`src/rtl/srp16_mem_pkg.sv`:
```
// -----------------------------------------------------------------------------
// srp16_mem_pkg
// Shared definitions for the two-port byte-memory arbiter:
//   ADDR_W  - default memory address width in bits
//   state_e - arbiter FSM state encoding (IDLE, XFER0, XFER1, DONE)
//   PORT_A  - port id of the CPU port (word or byte accesses)
//   PORT_B  - port id of the DMA/loader port (byte accesses only)
// -----------------------------------------------------------------------------
package srp16_mem_pkg;

    localparam int ADDR_W = 16;

    typedef enum logic [1:0] {
        IDLE  = 2'd0,
        XFER0 = 2'd1,
        XFER1 = 2'd2,
        DONE  = 2'd3
    } state_e;

    localparam logic PORT_A = 1'b0;
    localparam logic PORT_B = 1'b1;

endpackage

```
`src/rtl/mem_rr_arbiter.sv`:
```
// -----------------------------------------------------------------------------
// mem_rr_arbiter
// Two-requester round-robin grant logic, purely combinational.
//   req        in   [1:0]  request vector, indexed by port id
//   last_grant in   1      port id that won the previous arbitration
//   gnt_valid  out  1      at least one request is pending
//   gnt_port   out  1      winning port id (meaningful when gnt_valid)
// A lone request always wins; on a tie the port not granted last wins.
// -----------------------------------------------------------------------------
module mem_rr_arbiter
    import srp16_mem_pkg::*;
(
    input  logic [1:0] req,
    input  logic       last_grant,
    output logic       gnt_valid,
    output logic       gnt_port
);

    always_comb begin
        gnt_valid = |req;
        gnt_port  = PORT_A;
        if (req[PORT_A] && req[PORT_B]) begin
            gnt_port = (last_grant == PORT_A) ? PORT_B : PORT_A;
        end else if (req[PORT_B]) begin
            gnt_port = PORT_B;
        end
    end

endmodule

```
`src/rtl/mem_arbiter.sv`:
```
// -----------------------------------------------------------------------------
// mem_arbiter
// Shares one byte-wide memory between a CPU port (A, byte or 16-bit word)
// and a DMA/loader port (B, byte only). A word access is split into two
// byte cycles, low byte at addr and high byte at addr+1 (wrapping).
//   clk               in   system clock, rising edge
//   rst               in   asynchronous active-low reset
//   a_req/a_we/a_word in   CPU request, write flag, word-size flag
//   a_addr/a_wdata    in   CPU byte address / write data
//   a_rdata/a_done    out  CPU read data (held) / one-cycle completion
//   b_req/b_we        in   DMA request / write flag
//   b_addr/b_wdata    in   DMA byte address / write byte
//   b_rdata/b_done    out  DMA read byte (held) / one-cycle completion
//   mem_addr/mem_din  out  memory address / write byte
//   mem_read/mem_write out memory strobes
//   mem_dout          in   memory read data, low byte valid while mem_read
// -----------------------------------------------------------------------------
module mem_arbiter
    import srp16_mem_pkg::*;
#(
    parameter int ADDR_W = srp16_mem_pkg::ADDR_W
) (
    input  logic              clk,
    input  logic              rst,
    input  logic              a_req,
    input  logic              a_we,
    input  logic              a_word,
    input  logic [ADDR_W-1:0] a_addr,
    input  logic [15:0]       a_wdata,
    output logic [15:0]       a_rdata,
    output logic              a_done,
    input  logic              b_req,
    input  logic              b_we,
    input  logic [ADDR_W-1:0] b_addr,
    input  logic [7:0]        b_wdata,
    output logic [7:0]        b_rdata,
    output logic              b_done,
    output logic [ADDR_W-1:0] mem_addr,
    output logic [7:0]        mem_din,
    output logic              mem_read,
    output logic              mem_write,
    input  logic [15:0]       mem_dout
);

    state_e            state_q, state_d;
    logic              port_q, port_d;
    logic              last_grant_q, last_grant_d;
    logic              we_q, we_d;
    logic              word_q, word_d;
    logic [ADDR_W-1:0] addr_q, addr_d;
    logic [15:0]       wdata_q, wdata_d;
    logic [15:0]       a_rdata_q, a_rdata_d;
    logic [7:0]        b_rdata_q, b_rdata_d;

    logic              gnt_valid;
    logic              gnt_port;

    // The memory is byte wide; the upper half of its data bus is ignored.
    logic              unused_dout_hi;
    assign unused_dout_hi = ^mem_dout[15:8];

    mem_rr_arbiter u_rr (
        .req        ({b_req, a_req}),
        .last_grant (last_grant_q),
        .gnt_valid  (gnt_valid),
        .gnt_port   (gnt_port)
    );

    always_ff @(posedge clk or negedge rst) begin
        if (!rst) begin
            state_q      <= IDLE;
            port_q       <= PORT_A;
            last_grant_q <= PORT_B;     // so A wins the first tie
            we_q         <= 1'b0;
            word_q       <= 1'b0;
            addr_q       <= '0;
            wdata_q      <= '0;
            a_rdata_q    <= '0;
            b_rdata_q    <= '0;
        end else begin
            state_q      <= state_d;
            port_q       <= port_d;
            last_grant_q <= last_grant_d;
            we_q         <= we_d;
            word_q       <= word_d;
            addr_q       <= addr_d;
            wdata_q      <= wdata_d;
            a_rdata_q    <= a_rdata_d;
            b_rdata_q    <= b_rdata_d;
        end
    end

    // Next-state, request latching, read capture and memory strobes. The
    // strobes depend only on registered state so a reset that clears
    // state_q drops them in the same cycle.
    always_comb begin
        state_d      = state_q;
        port_d       = port_q;
        last_grant_d = last_grant_q;
        we_d         = we_q;
        word_d       = word_q;
        addr_d       = addr_q;
        wdata_d      = wdata_q;
        a_rdata_d    = a_rdata_q;
        b_rdata_d    = b_rdata_q;
        mem_addr     = '0;
        mem_din      = '0;
        mem_read     = 1'b0;
        mem_write    = 1'b0;

        case (state_q)
            IDLE: begin
                if (gnt_valid) begin
                    port_d       = gnt_port;
                    last_grant_d = gnt_port;
                    state_d      = XFER0;
                    if (gnt_port == PORT_A) begin
                        we_d    = a_we;
                        word_d  = a_word;
                        addr_d  = a_addr;
                        wdata_d = a_wdata;
                    end else begin
                        we_d    = b_we;
                        word_d  = 1'b0;
                        addr_d  = b_addr;
                        wdata_d = {8'h00, b_wdata};
                    end
                end
            end
            XFER0: begin
                mem_addr  = addr_q;
                mem_din   = wdata_q[7:0];
                mem_write = we_q;
                mem_read  = !we_q;
                if (!we_q) begin
                    if (port_q == PORT_A) begin
                        // A byte read zero-extends; a word read overwrites
                        // the high byte in XFER1 anyway.
                        a_rdata_d = {8'h00, mem_dout[7:0]};
                    end else begin
                        b_rdata_d = mem_dout[7:0];
                    end
                end
                state_d = word_q ? XFER1 : DONE;
            end
            XFER1: begin
                // Only port A reaches here (B is never word-sized).
                mem_addr  = addr_q + ADDR_W'(1);
                mem_din   = wdata_q[15:8];
                mem_write = we_q;
                mem_read  = !we_q;
                if (!we_q) begin
                    a_rdata_d[15:8] = mem_dout[7:0];
                end
                state_d = DONE;
            end
            DONE: begin
                state_d = IDLE;
            end
            default: begin
                state_d = IDLE;
            end
        endcase
    end

    assign a_done  = (state_q == DONE) && (port_q == PORT_A);
    assign b_done  = (state_q == DONE) && (port_q == PORT_B);
    assign a_rdata = a_rdata_q;
    assign b_rdata = b_rdata_q;

endmodule
```
`config.mk`:
```
export PLATFORM = sky130hd
export DESIGN_NAME = mem_arbiter
export DESIGN_NICKNAME = d
export VERILOG_FILES = /design/src/rtl/srp16_mem_pkg.sv /design/src/rtl/mem_rr_arbiter.sv /design/src/rtl/mem_arbiter.sv
export SDC_FILE = /design/constraint.sdc
export NUM_CORES = 1
export LEC_CHECK = 0
export CORE_MARGIN = 4
export CORE_UTILIZATION = 45
export DETAILED_ROUTE_END_ITERATION = 10
export GPL_ROUTABILITY_DRIVEN = 0
export PLACE_DENSITY = 0.82
export SYNTH_ARGS = -nofsm -noshare
export SYNTH_HDL_FRONTEND = slang
export SYNTH_HIERARCHICAL = 1
export SYNTH_SLANG_ARGS = --single-unit
```
`constraint.sdc`:
```
create_clock -name clk -period 4.35 [get_ports clk]
set_input_delay 0.87 -clock clk [delete_from_list [all_inputs] [get_ports clk]]
set_output_delay 0.87 -clock clk [all_outputs]
set_load 0.005 [all_outputs]
```
==> Word-level counts from Yosys, hierarchy flattened <==
Index checks and enable logic that the tools add are counted.
{ "word_totals": {"ff_bits": 62, "latchBits": 0, "mem_bits_rw": 0, "mem_bits_ro": 0, "input_bits": 79, "out_inout_bits": 52, "word_cells": 50, "n_memories": 0} }
{ "op_classes": {"addsub": 1, "n_mul": 0, "div": 0, "order_cmp": 0, "n_eq_ne": 7, "shift": 0, "mux": 18, "bitwise_logic": 2, "n_reduce_logical": 12} }
{ "ops": {"columns": ["operator", "n"], "rows": [
  ["2-to-1 mux 16 bit", 4],
  ["one-hot mux 16 bit (2 select lines)", 1],
  ["one-hot mux 8 bit (2 select lines)", 2],
  ["adder 16 x 1 -> 16 bit, second input constant", 1],
  ["2-to-1 mux 1 bit", 8],
  ["2-to-1 mux 8 bit", 1],
  ["inequality test 2 bit, second input constant", 4],
  ["one-hot mux 2 bit (4 select lines)", 1],
  ["AND reduction 3 bit", 2],
  ["== test 2 bit, second input constant", 2],
  ["AND reduction 4 bit", 1],
  ["OR reduction 2 bit", 2],
  ["logical AND 1 bit", 3],
  ["== test 2 x 1 -> 1 bit, second input constant", 1],
  ["logical NOT 2 bit", 1],
  ["2-to-1 mux 2 bit", 1],
  ["NOT 1 bit", 2],
  ["AND reduction 2 bit", 1],
  ["nonzero test 2 bit", 1],
  ["logical NOT 1 bit", 1]
]} }

==> Longest topological paths before layout <==
Gate-level depths: netlist of the first run.
{ "depth": {"depth_word": 3, "depth_mapped": 8, "depth_no_buf": 6} }

==> Modules after synthesis <==
The synthesis of the first run kept the hierarchy.
{ "modules_own_cells": {"columns": ["module", "instances", "cells_per_inst", "area_each_um2", "seq_area_each_um2"], "rows": [
  ["mem_arbiter", 1, 344, 3335.7, 1552.7],
  ["mem_rr_arbiter", 1, 2, 13.8, 0.0]
]} }

==> Worst setup path after synthesis of the first run <==
Ideal clock, no wire load.
{ "synth_timing": {"path_kind": "register -> output", "start": "register state_q[0]", "end": "output port mem_addr[13]", "t_arrival_ns": 1.700, "required_time_ns": 3.480, "path_slack_ns": 1.780, "stages_incl_launch_ff": 7, "path_buffers": 1, "cell_sequence": "dfrtp_1 inv_1 ha_1 nand2_1 clkbuf_1 or4b_1 nand2_1"} }
{ "synth_between": {"elab_chain_cells": 2, "word_cells_on_any_way": 3, "cone_classes": "2 x eq/ne; 1 x mux"} }
{ "synth_rtl": {"columns": ["item", "line_no", "rtl"], "rows": [
  ["start: declaration", "mem_arbiter.sv:45", "state_e state_q, state_d;"],
  ["start signal: assignment", "mem_arbiter.sv:81", "state_q <= state_d;"],
  ["== test 2 bit or == test 2 x 1 -> 1 bit (tied branches)", "mem_arbiter.sv:111", "case (state_q)"],
  ["one-hot mux 16 bit (2 select lines) (*)", "mem_arbiter.sv:111", null],
  ["end: declaration", "mem_arbiter.sv:38", "output logic [ADDR_W-1:0] mem_addr,"]
]} }
Mark *: on every way between the ends. The rest lies on a longest branch, timed or not.

==> Worst setup path in the final report of the first run <==
{ "layout_timing": {"start": "register state_q[0]", "end": "output port mem_addr[14]"} }
Same word-level chain as after synthesis.

==> impl_results.md, run 1 <==
- ANT nets after route: 0
- Max Slew Vio Count: 0
- Clock Skew: slightly above 0.008 ns
- 1st-iter DRT viols: approximately 170
- Buffer type at the clock tree root: sky130_fd_sc_hd__clkbuf_8
- Wire length of the first global-routing pass: approximately 14000 um
- Portion of synthesized cell area occupied by the leading cell type: between 40 and 50%
- N_diodes: 0
- Post-Route Utilization: 66.1%
- Flip-flop cell with the highest count after synthesis: sky130_fd_sc_hd__dfrtp_1
- Number of enable flip-flop cells after synthesis: 0
- CTS max path bufs: 2
- Total via count after detailed routing: slightly below 3000
- Fillers: between 500 and 600
- RSZ-0062 raised after global routing: false
- Complex-gate fraction of the synthesized area: about 14%
- CTS tree: built
- Number of buffers added for setup after CTS: 0
- Top achievable clock speed: 254 MHz
- Worst-path cell with the longest stage delay: sky130_fd_sc_hd__ha_1
- Total wire length: 8670 um
- Antenna violations before repair: 0
- Worst min path class: reg -> reg
- Transition time of the tightest slew-check pin: 1.04 ns
- Share of power burned in the clock network: between 10% and 20%
- Iteration count of the initial detailed-routing pass: 4
- Terminus of the critical flop-to-flop path: a_rdata[3]
- Post-cts gate resize count: 0
- Switching share of total power: a little under two fifths
- Pre-CTS WS: around 0.75 ns
- Signed area change from the synthesized netlist to the final layout: 43.1%
- Post-synthesis register bit count: a little over 60
- Largest net degree at the start of global routing: 71
- Global route total overflow: 0
- Max-cap viol count: 0
- Worst rel slew slack: 30.3%
- CTS clock-pin slew for the worst setup and hold paths: approximately 0.070 ns
- Synthesized instance count: 346
- IO buf count: between 100 and 150
- P per Cell Area: 629 mW/mm^2
- Post-detailed-route via-to-cell ratio: between 5 and 6
- Synthesized area divided by synthesized cell count: 9.68 um^2
- Largest area contributor in the synthesized netlist: sky130_fd_sc_hd__dfrtp_1
- Final worst-path setup slack: 0.407 ns
- Crit Path Class: reg -> out
- Ys Warns: 6
- Post-synth design cell area: 0.00335 mm^2
- Number of CTS-inserted buffers: 9
- Sequential cell area: between 0.0015 and 0.002 mm^2
- Portion of netlist area occupied by mux cells: between 10 and 15%
- Proportion of power drawn by flip-flops and latches: approximately 36%
- Delay of the slowest cell on the worst path: approximately 0.6 ns
- FP Rows: 31
- Syn Nets: roughly 430
- Core area: roughly 0.0073 mm^2
- Destination of the worst hold path: wdata_q[12]
- H-tree depth reported by CTS: 3
- Number of distinct library cells after synthesis: 39
- Die area: 0.00889 mm^2
- Source of the worst register-to-register timing path: state_q[1]
- WL met3: 470 um
- Detailed-route wire length per cell: around 15 um
- Share of async-settable or async-resettable flops after synthesis: 100%
- Leakage power of the design: between 1.5 and 2 nW
- Later-pin clock latency in the skew report: roughly 0.33 ns
- Sequential cell area fraction in the yosys report: between 40 and 50%
- Hold Path Origin: wdata_q[12]
- Setup tns final: 0 ns
- Minimum setup slack among reg-to-reg paths: 2.27 ns
- Worst-path maximum fanout: 18
- Half-perimeter wire length after placement: between 6000 and 7000 um
- Die outline height: 94.3 um
- Share of synthesized cell area in full adder, half adder and majority cells: ~2.2%
- Top library cells by usage in the layout, fill and taps aside: sky130_fd_sc_hd__clkdlybuf4s50_1 (121), sky130_fd_sc_hd__nand2_1 (62), sky130_fd_sc_hd__dfrtp_1 (61), sky130_fd_sc_hd__o21ai_0 (52), sky130_fd_sc_hd__mux2i_1 (25)
- Final critical path time including I/O delays and setup: about 4 ns
- Combinational family with the most area after synthesis: simple AND/OR/NAND/NOR gates
- Met1 routed wirelength after detailed routing: roughly 3500 um
- DRC errors left: 0
- Amount of wire on met2 after detailed routing: between 4000 and 5000 um
- Final period utilization: between 90 and 100%
- Endpoint kind of the worst setup timing path: output pin
- CP Launch Type: register
- Via count of the first global-routing pass: between 2000 and 3000
- Area of combinational cells with multiple inputs: 0.00168 mm^2
- Worst path arrival time: between 3 and 4 ns
- Cell area after placement: between 0.004 and 0.005 mm^2
- XOR/XNOR share of the synthesized area: less than 1%
- Final non-filler cell total: around 560
- Setup Viol. Count Final: 0
- Hold bufs inserted after CTS: 0
- Switching power summed over all nets: about 1.2 mW
- Combinational share of power: about half
- Total internal power: around 1.9 mW
- Number of cells on the worst reg-to-reg path: 5
- Data required time at the worst endpoint: approximately 3.5 ns
- I/O pin count: about 130
- Worst supply voltage drop on vdd: approximately 0.32 mV
- Most common cell after layout, fill and taps aside: sky130_fd_sc_hd__clkdlybuf4s50_1
- Net count of the finished layout: 544
- Placed cell count: 547
- Total number of clock tree sinks: slightly above 60
- Depth of the worst hold-timing path: 2
- Cells along the critical path: inv_1 -> ha_1 -> nand2_1 -> or4_1 -> nand3_1 -> clkdlybuf4s50_1
- Leading post-synthesis cells by cell area: sky130_fd_sc_hd__dfrtp_1 (46%), sky130_fd_sc_hd__o21ai_0 (7.8%), sky130_fd_sc_hd__mux2i_1 (7.5%)
- Die X: ~94 um
- Starting density of the core: between 40% and 50%
- Gr usage total: 20.3%
- Endpoints failing hold: 0
- Layout cell share with drive strength beyond 1: a little under 10%
- Top Metal Used: met4
- Simple-gate portion of the synthesized area: 19.2%
- Result of the run: finished, final reports clean
- Post-route design area: 0.00479 mm^2
## power groups by stage
| stage | Combinational (mW) | Sequential [mW] | Clock (mW) |
|---|---|---|---|
| floorplan | 0.833 | 1.03 | 0 |
| global placement | 1.46 | 1.07 | 0 |
| detailed placement | 1.51 | 1.09 | 0 |
| CTS | 1.52 | 1.08 | 0.445 |
| global route | 1.66 | 1.13 | 0.478 |
| finish | 1.50 | 1.08 | 0.437 |
## cells by family after synthesis
logic type / Yosys count
buffers and inverters: 27
AOI/OAI and AO/OA: 81
and+or+nand+nor: 124
muxes: 43
DFF: 62
adders and majority gates: 6
xor gates and xnor gates: 3
## critical path, delay by kind of cell, from the launching register on
family / cells / cell delay, ns
AND/OR/NAND/NOR: 3 / 1.10
buffers and inverters: 2 / 0.62
adder cells (fa/ha/maj): 1 / 0.60
flip-flops: 1 / 0.42
## registers in the layout (all words and copies together), names as in the netlist
| name | cells |
|---|---|
| a_rdata | 16 |
| addr_q | 16 |
| wdata_q | 16 |
| b_rdata | 8 |
| state_q | 2 |
| last_grant_q | 1 |
| port_q | 1 |
| we_q | 1 |
| word_q | 1 |
## final cells by class
class                           count  share of cell area, %
Multi-Input combinational cell    257                   35.1
Sequential cell                    62                   32.4
Timing Repair Buffer              126                   26.0
Clock buffer                        9                   2.58
Tap cell                           99                   2.58
Clock inverter                      7                   1.07
Inverter                            3                  0.235
## layer usage
layer / track usage, % / vias to the layer above
met2: 35.8 / 78
li1: - / 1448
met1: 24.7 / 1386
met4: 7.22 / 0
met5: 0 / -
met3: 3.61 / 8
## how the worst max path moves through the flow
stage,from,to,depth (start not counted)
2_1_floorplan,state_q[0],mem_addr[13],6
3_3_place_gp,state_q[0],mem_addr[12],6
3_5_place_dp,state_q[0],mem_addr[14],6
4_1_cts,state_q[0],mem_addr[14],6
5_1_grt,state_q[0],mem_addr[13],6
6_report,state_q[0],mem_addr[14],6
## cell usage after synthesis (4+ instances only)
cell                       count
sky130_fd_sc_hd__mux2_2       18
sky130_fd_sc_hd__buf_2         5
sky130_fd_sc_hd__o31ai_1       4
sky130_fd_sc_hd__o211ai_1      4
sky130_fd_sc_hd__dfrtp_1      61
sky130_fd_sc_hd__nand2b_1      9
sky130_fd_sc_hd__o21ai_0      52
sky130_fd_sc_hd__and2_1        5
sky130_fd_sc_hd__ha_1          6
sky130_fd_sc_hd__mux2i_1      25
sky130_fd_sc_hd__nor2b_1      16
sky130_fd_sc_hd__a22oi_1      12
sky130_fd_sc_hd__nand2_1      63
sky130_fd_sc_hd__clkbuf_1     15
sky130_fd_sc_hd__or4_1         4
sky130_fd_sc_hd__nand3_1      11
## per-stage QoR
stage          power, mW  hold slack, ns
3_3_place_gp        2.53           0.463
4_1_cts             3.04           0.486
2_1_floorplan       1.86           0.439
5_1_grt             3.27           0.514
6_report            3.02           0.485
3_5_place_dp        2.60           0.471
(Power assumes the default switching activity.)
==> run 2: changes to the inputs <==
--- a/config.mk
+++ b/config.mk
@@ -6,10 +6,11 @@
 export NUM_CORES = 1
 export LEC_CHECK = 0
 export CORE_MARGIN = 4
-export CORE_UTILIZATION = 45
+export CORE_UTILIZATION = 38
 export DETAILED_ROUTE_END_ITERATION = 10
 export GPL_ROUTABILITY_DRIVEN = 0
-export PLACE_DENSITY = 0.82
+export PLACE_DENSITY = 0.71
+export SETUP_SLACK_MARGIN = 0.1
 export SYNTH_ARGS = -nofsm -noshare
 export SYNTH_HDL_FRONTEND = slang
 export SYNTH_HIERARCHICAL = 1
==> impl_results.md, run 2 (synthesized netlist as in run 1, its figures left out) <==
- Result of the run: finished, final reports clean (unchanged)
- Transition time of the tightest slew-check pin: 1.06 ns (was 1.04 ns)
- Half-perimeter wire length after placement: 6430 um (was 6490 um)
- Die area: 0.0104 mm^2 (was 0.00889 mm^2)
- Gr usage total: 17.0% (was 20.3%)
- Worst-path cell with the longest stage delay: sky130_fd_sc_hd__or4_1 (was sky130_fd_sc_hd__ha_1)
- Area of combinational cells with multiple inputs: 0.00168 mm^2 (unchanged)
- Hold_ws: 0.481 ns (was 0.485 ns)
- Number of CTS-inserted buffers: 9 (unchanged)
- Layout cell share with drive strength beyond 1: 9.70% (was 9.91%)
- CTS tree: built (unchanged)
- Setup tns final: 0 ns (unchanged)
- DRC errors left: 0 (unchanged)
- Top achievable clock speed: 288 MHz (was 254 MHz)
- P per Cell Area: 636 mW/mm^2 (was 629 mW/mm^2)
- CP Launch Type: register (unchanged)
- Total number of clock tree sinks: 62 (unchanged)
- Pre-CTS WS: 1.21 ns (was 0.753 ns)
- Signed area change from the synthesized netlist to the final layout: 44.0% (was 43.1%)
- Later-pin clock latency in the skew report: 0.33 ns (about the same)
- Total wire length: 8710 um (was 8670 um)
- Post-cts gate resize count: 0 (unchanged)
- Hold bufs inserted after CTS: 0 (unchanged)
- Final critical path time including I/O delays and setup: 3.48 ns (was 3.94 ns)
- IO buf count: 122 (unchanged)
- Core area: 0.00838 mm^2 (was 0.00725 mm^2)
- Leakage power of the design: 2.01 nW (was 2.00 nW)
- ANT nets after route: 0 (unchanged)
- Fillers: 753 (was 596)
- I/O pin count: 131 (unchanged)
- Worst rel slew slack: 28.9% (was 30.3%)
- Max-cap viol count: 0 (unchanged)
- Antenna violations before repair: 0 (unchanged)
- Placed cell count: 554 (was 547)
- Buffer type at the clock tree root: sky130_fd_sc_hd__clkbuf_8 (unchanged)
- Endpoint kind of the worst setup timing path: output pin (unchanged)
- 1st-iter DRT viols: 126 (was 172)
- Post-Route Utilization: 57.5% (was 66.1%)
- Net count of the finished layout: 545 (was 544)
- Detailed-route wire length per cell: 15.3 um (was 15.4 um)
- Largest net degree at the start of global routing: 71 (unchanged)
- Minimum setup slack among reg-to-reg paths: 2.24 ns (was 2.27 ns)
- Worst path arrival time: 2.61 ns (was 3.07 ns)
- Global route total overflow: 0 (unchanged)
- Final period utilization: 80.0% (was 90.6%)
- Setup Viol. Count Final: 0 (unchanged)
- CTS max path bufs: 2 (unchanged)
- Die X: 102 um (was 94.3 um)
- Worst supply voltage drop on vdd: 0.257 mV (was 0.316 mV)
- Total via count after detailed routing: 2959 (was 2920)
- Data required time at the worst endpoint: 3.48 ns (about the same)
- H-tree depth reported by CTS: 3 (unchanged)
- Iteration count of the initial detailed-routing pass: 5 (was 4)
- Post-detailed-route via-to-cell ratio: 5.20 (was 5.19)
- Final non-filler cell total: 569 (was 563)
- Endpoints failing hold: 0 (unchanged)
- RSZ-0062 raised after global routing: false (unchanged)
- Wire length of the first global-routing pass: 13900 um (was 14200 um)
- Most common cell after layout, fill and taps aside: sky130_fd_sc_hd__clkdlybuf4s50_1 (unchanged)
- Worst-path maximum fanout: 14 (was 18)
- N_diodes: 0 (unchanged)
- Cells along the critical path: inv_1 -> ha_1 -> nand2_1 -> or4_1 -> nand3_1 -> clkdlybuf4s50_1 (unchanged)
- Top library cells by usage in the layout, fill and taps aside: sky130_fd_sc_hd__clkdlybuf4s50_1 (121), sky130_fd_sc_hd__nand2_1 (62), sky130_fd_sc_hd__dfrtp_1 (61), sky130_fd_sc_hd__o21ai_0 (52), sky130_fd_sc_hd__mux2i_1 (25) (unchanged)
- FP Rows: 33 (was 31)
- Max Slew Vio Count: 0 (unchanged)
- CTS clock-pin slew for the worst setup and hold paths: 0.07 ns (about the same)
- Final worst-path setup slack: 0.872 ns (was 0.407 ns)
- Clock Skew: 0.00817 ns (was 0.00828 ns)
- Sequential cell area: 0.00155 mm^2 (unchanged)
- Delay of the slowest cell on the worst path: 0.59 ns (was 0.60 ns)
- Worst min path class: reg -> reg (unchanged)
- Die outline height: 102 um (was 94.3 um)
- Number of buffers added for setup after CTS: 0 (unchanged)
- Via count of the first global-routing pass: 2889 (was 2939)
- Crit Path Class: reg -> out (unchanged)
- Starting density of the core: 40.0% (was 46.2%)
-- run 2: cell types whose count changed in the layout (fill, tap and decap cells not counted), sizes merged --
| cell | before | now |
|---|---|---|
| clkinvlp | 2 | 1 |
| buf | 5 | 6 |
| clkinv | 5 | 2 |
| clkbuf | 9 | 11 |
| bufinv | 0 | 1 |
-- run 2: final cells by class --
cell class                 count  area share, %
clock inverter                 4          0.986
sequential                    62           32.2
timing repair buffer         127           26.0
tap                          105           2.72
inverter                       3          0.234
multi-input combinational    257           34.9
clock buffer                  11           2.93
-- run 2: metal layers --
metal  track usage, %  part of all wire, %  vias to the layer above
met2             29.4                   51                       80
met4             5.75                  1.4                        0
li1                 -                    -                     1447
met3             3.00                  5.3                       11
met1             21.4                   42                     1421
met5                0                    0                        -
-- run 2: path summary, 6_finish.rpt --
kind                       cells past startpoint           end          from
max in group asynchronous                      2  last_grant_q           rst
hold / removal                                 2  last_grant_q  last_grant_q
hold reg to reg                                2  last_grant_q  last_grant_q
min in group asynchronous                      1    b_rdata[0]           rst
setup reg to reg                               5    a_rdata[1]    state_q[1]
setup / recovery                               6  mem_addr[15]    state_q[0]
-- run 2: report_power, final --
part	internal, mW	leakage [nW]	switching [mW]
Sequential	0.851	0.766	0.227
Clock	0.275	0.0952	0.213
Combinational	0.815	1.15	0.687
Total	1.94	2.01	1.13
-- run 2: critical path: cells and delay by family, from the launching register on --
family,cells,cell delay (ns)
AND/OR/NAND/NOR,3,0.94
flip-flops,1,0.42
buffers and inverters,2,0.62
adder cells (fa/ha/maj),1,0.31
-- run 2: through the flow --
stage	total power, mW	instance area, um^2
2_1_floorplan	1.86	3350
3_3_place_gp	2.56	4630
3_5_place_dp	2.61	4630
4_1_cts	3.11	4820
5_1_grt	3.32	4820
6_report	3.07	4820
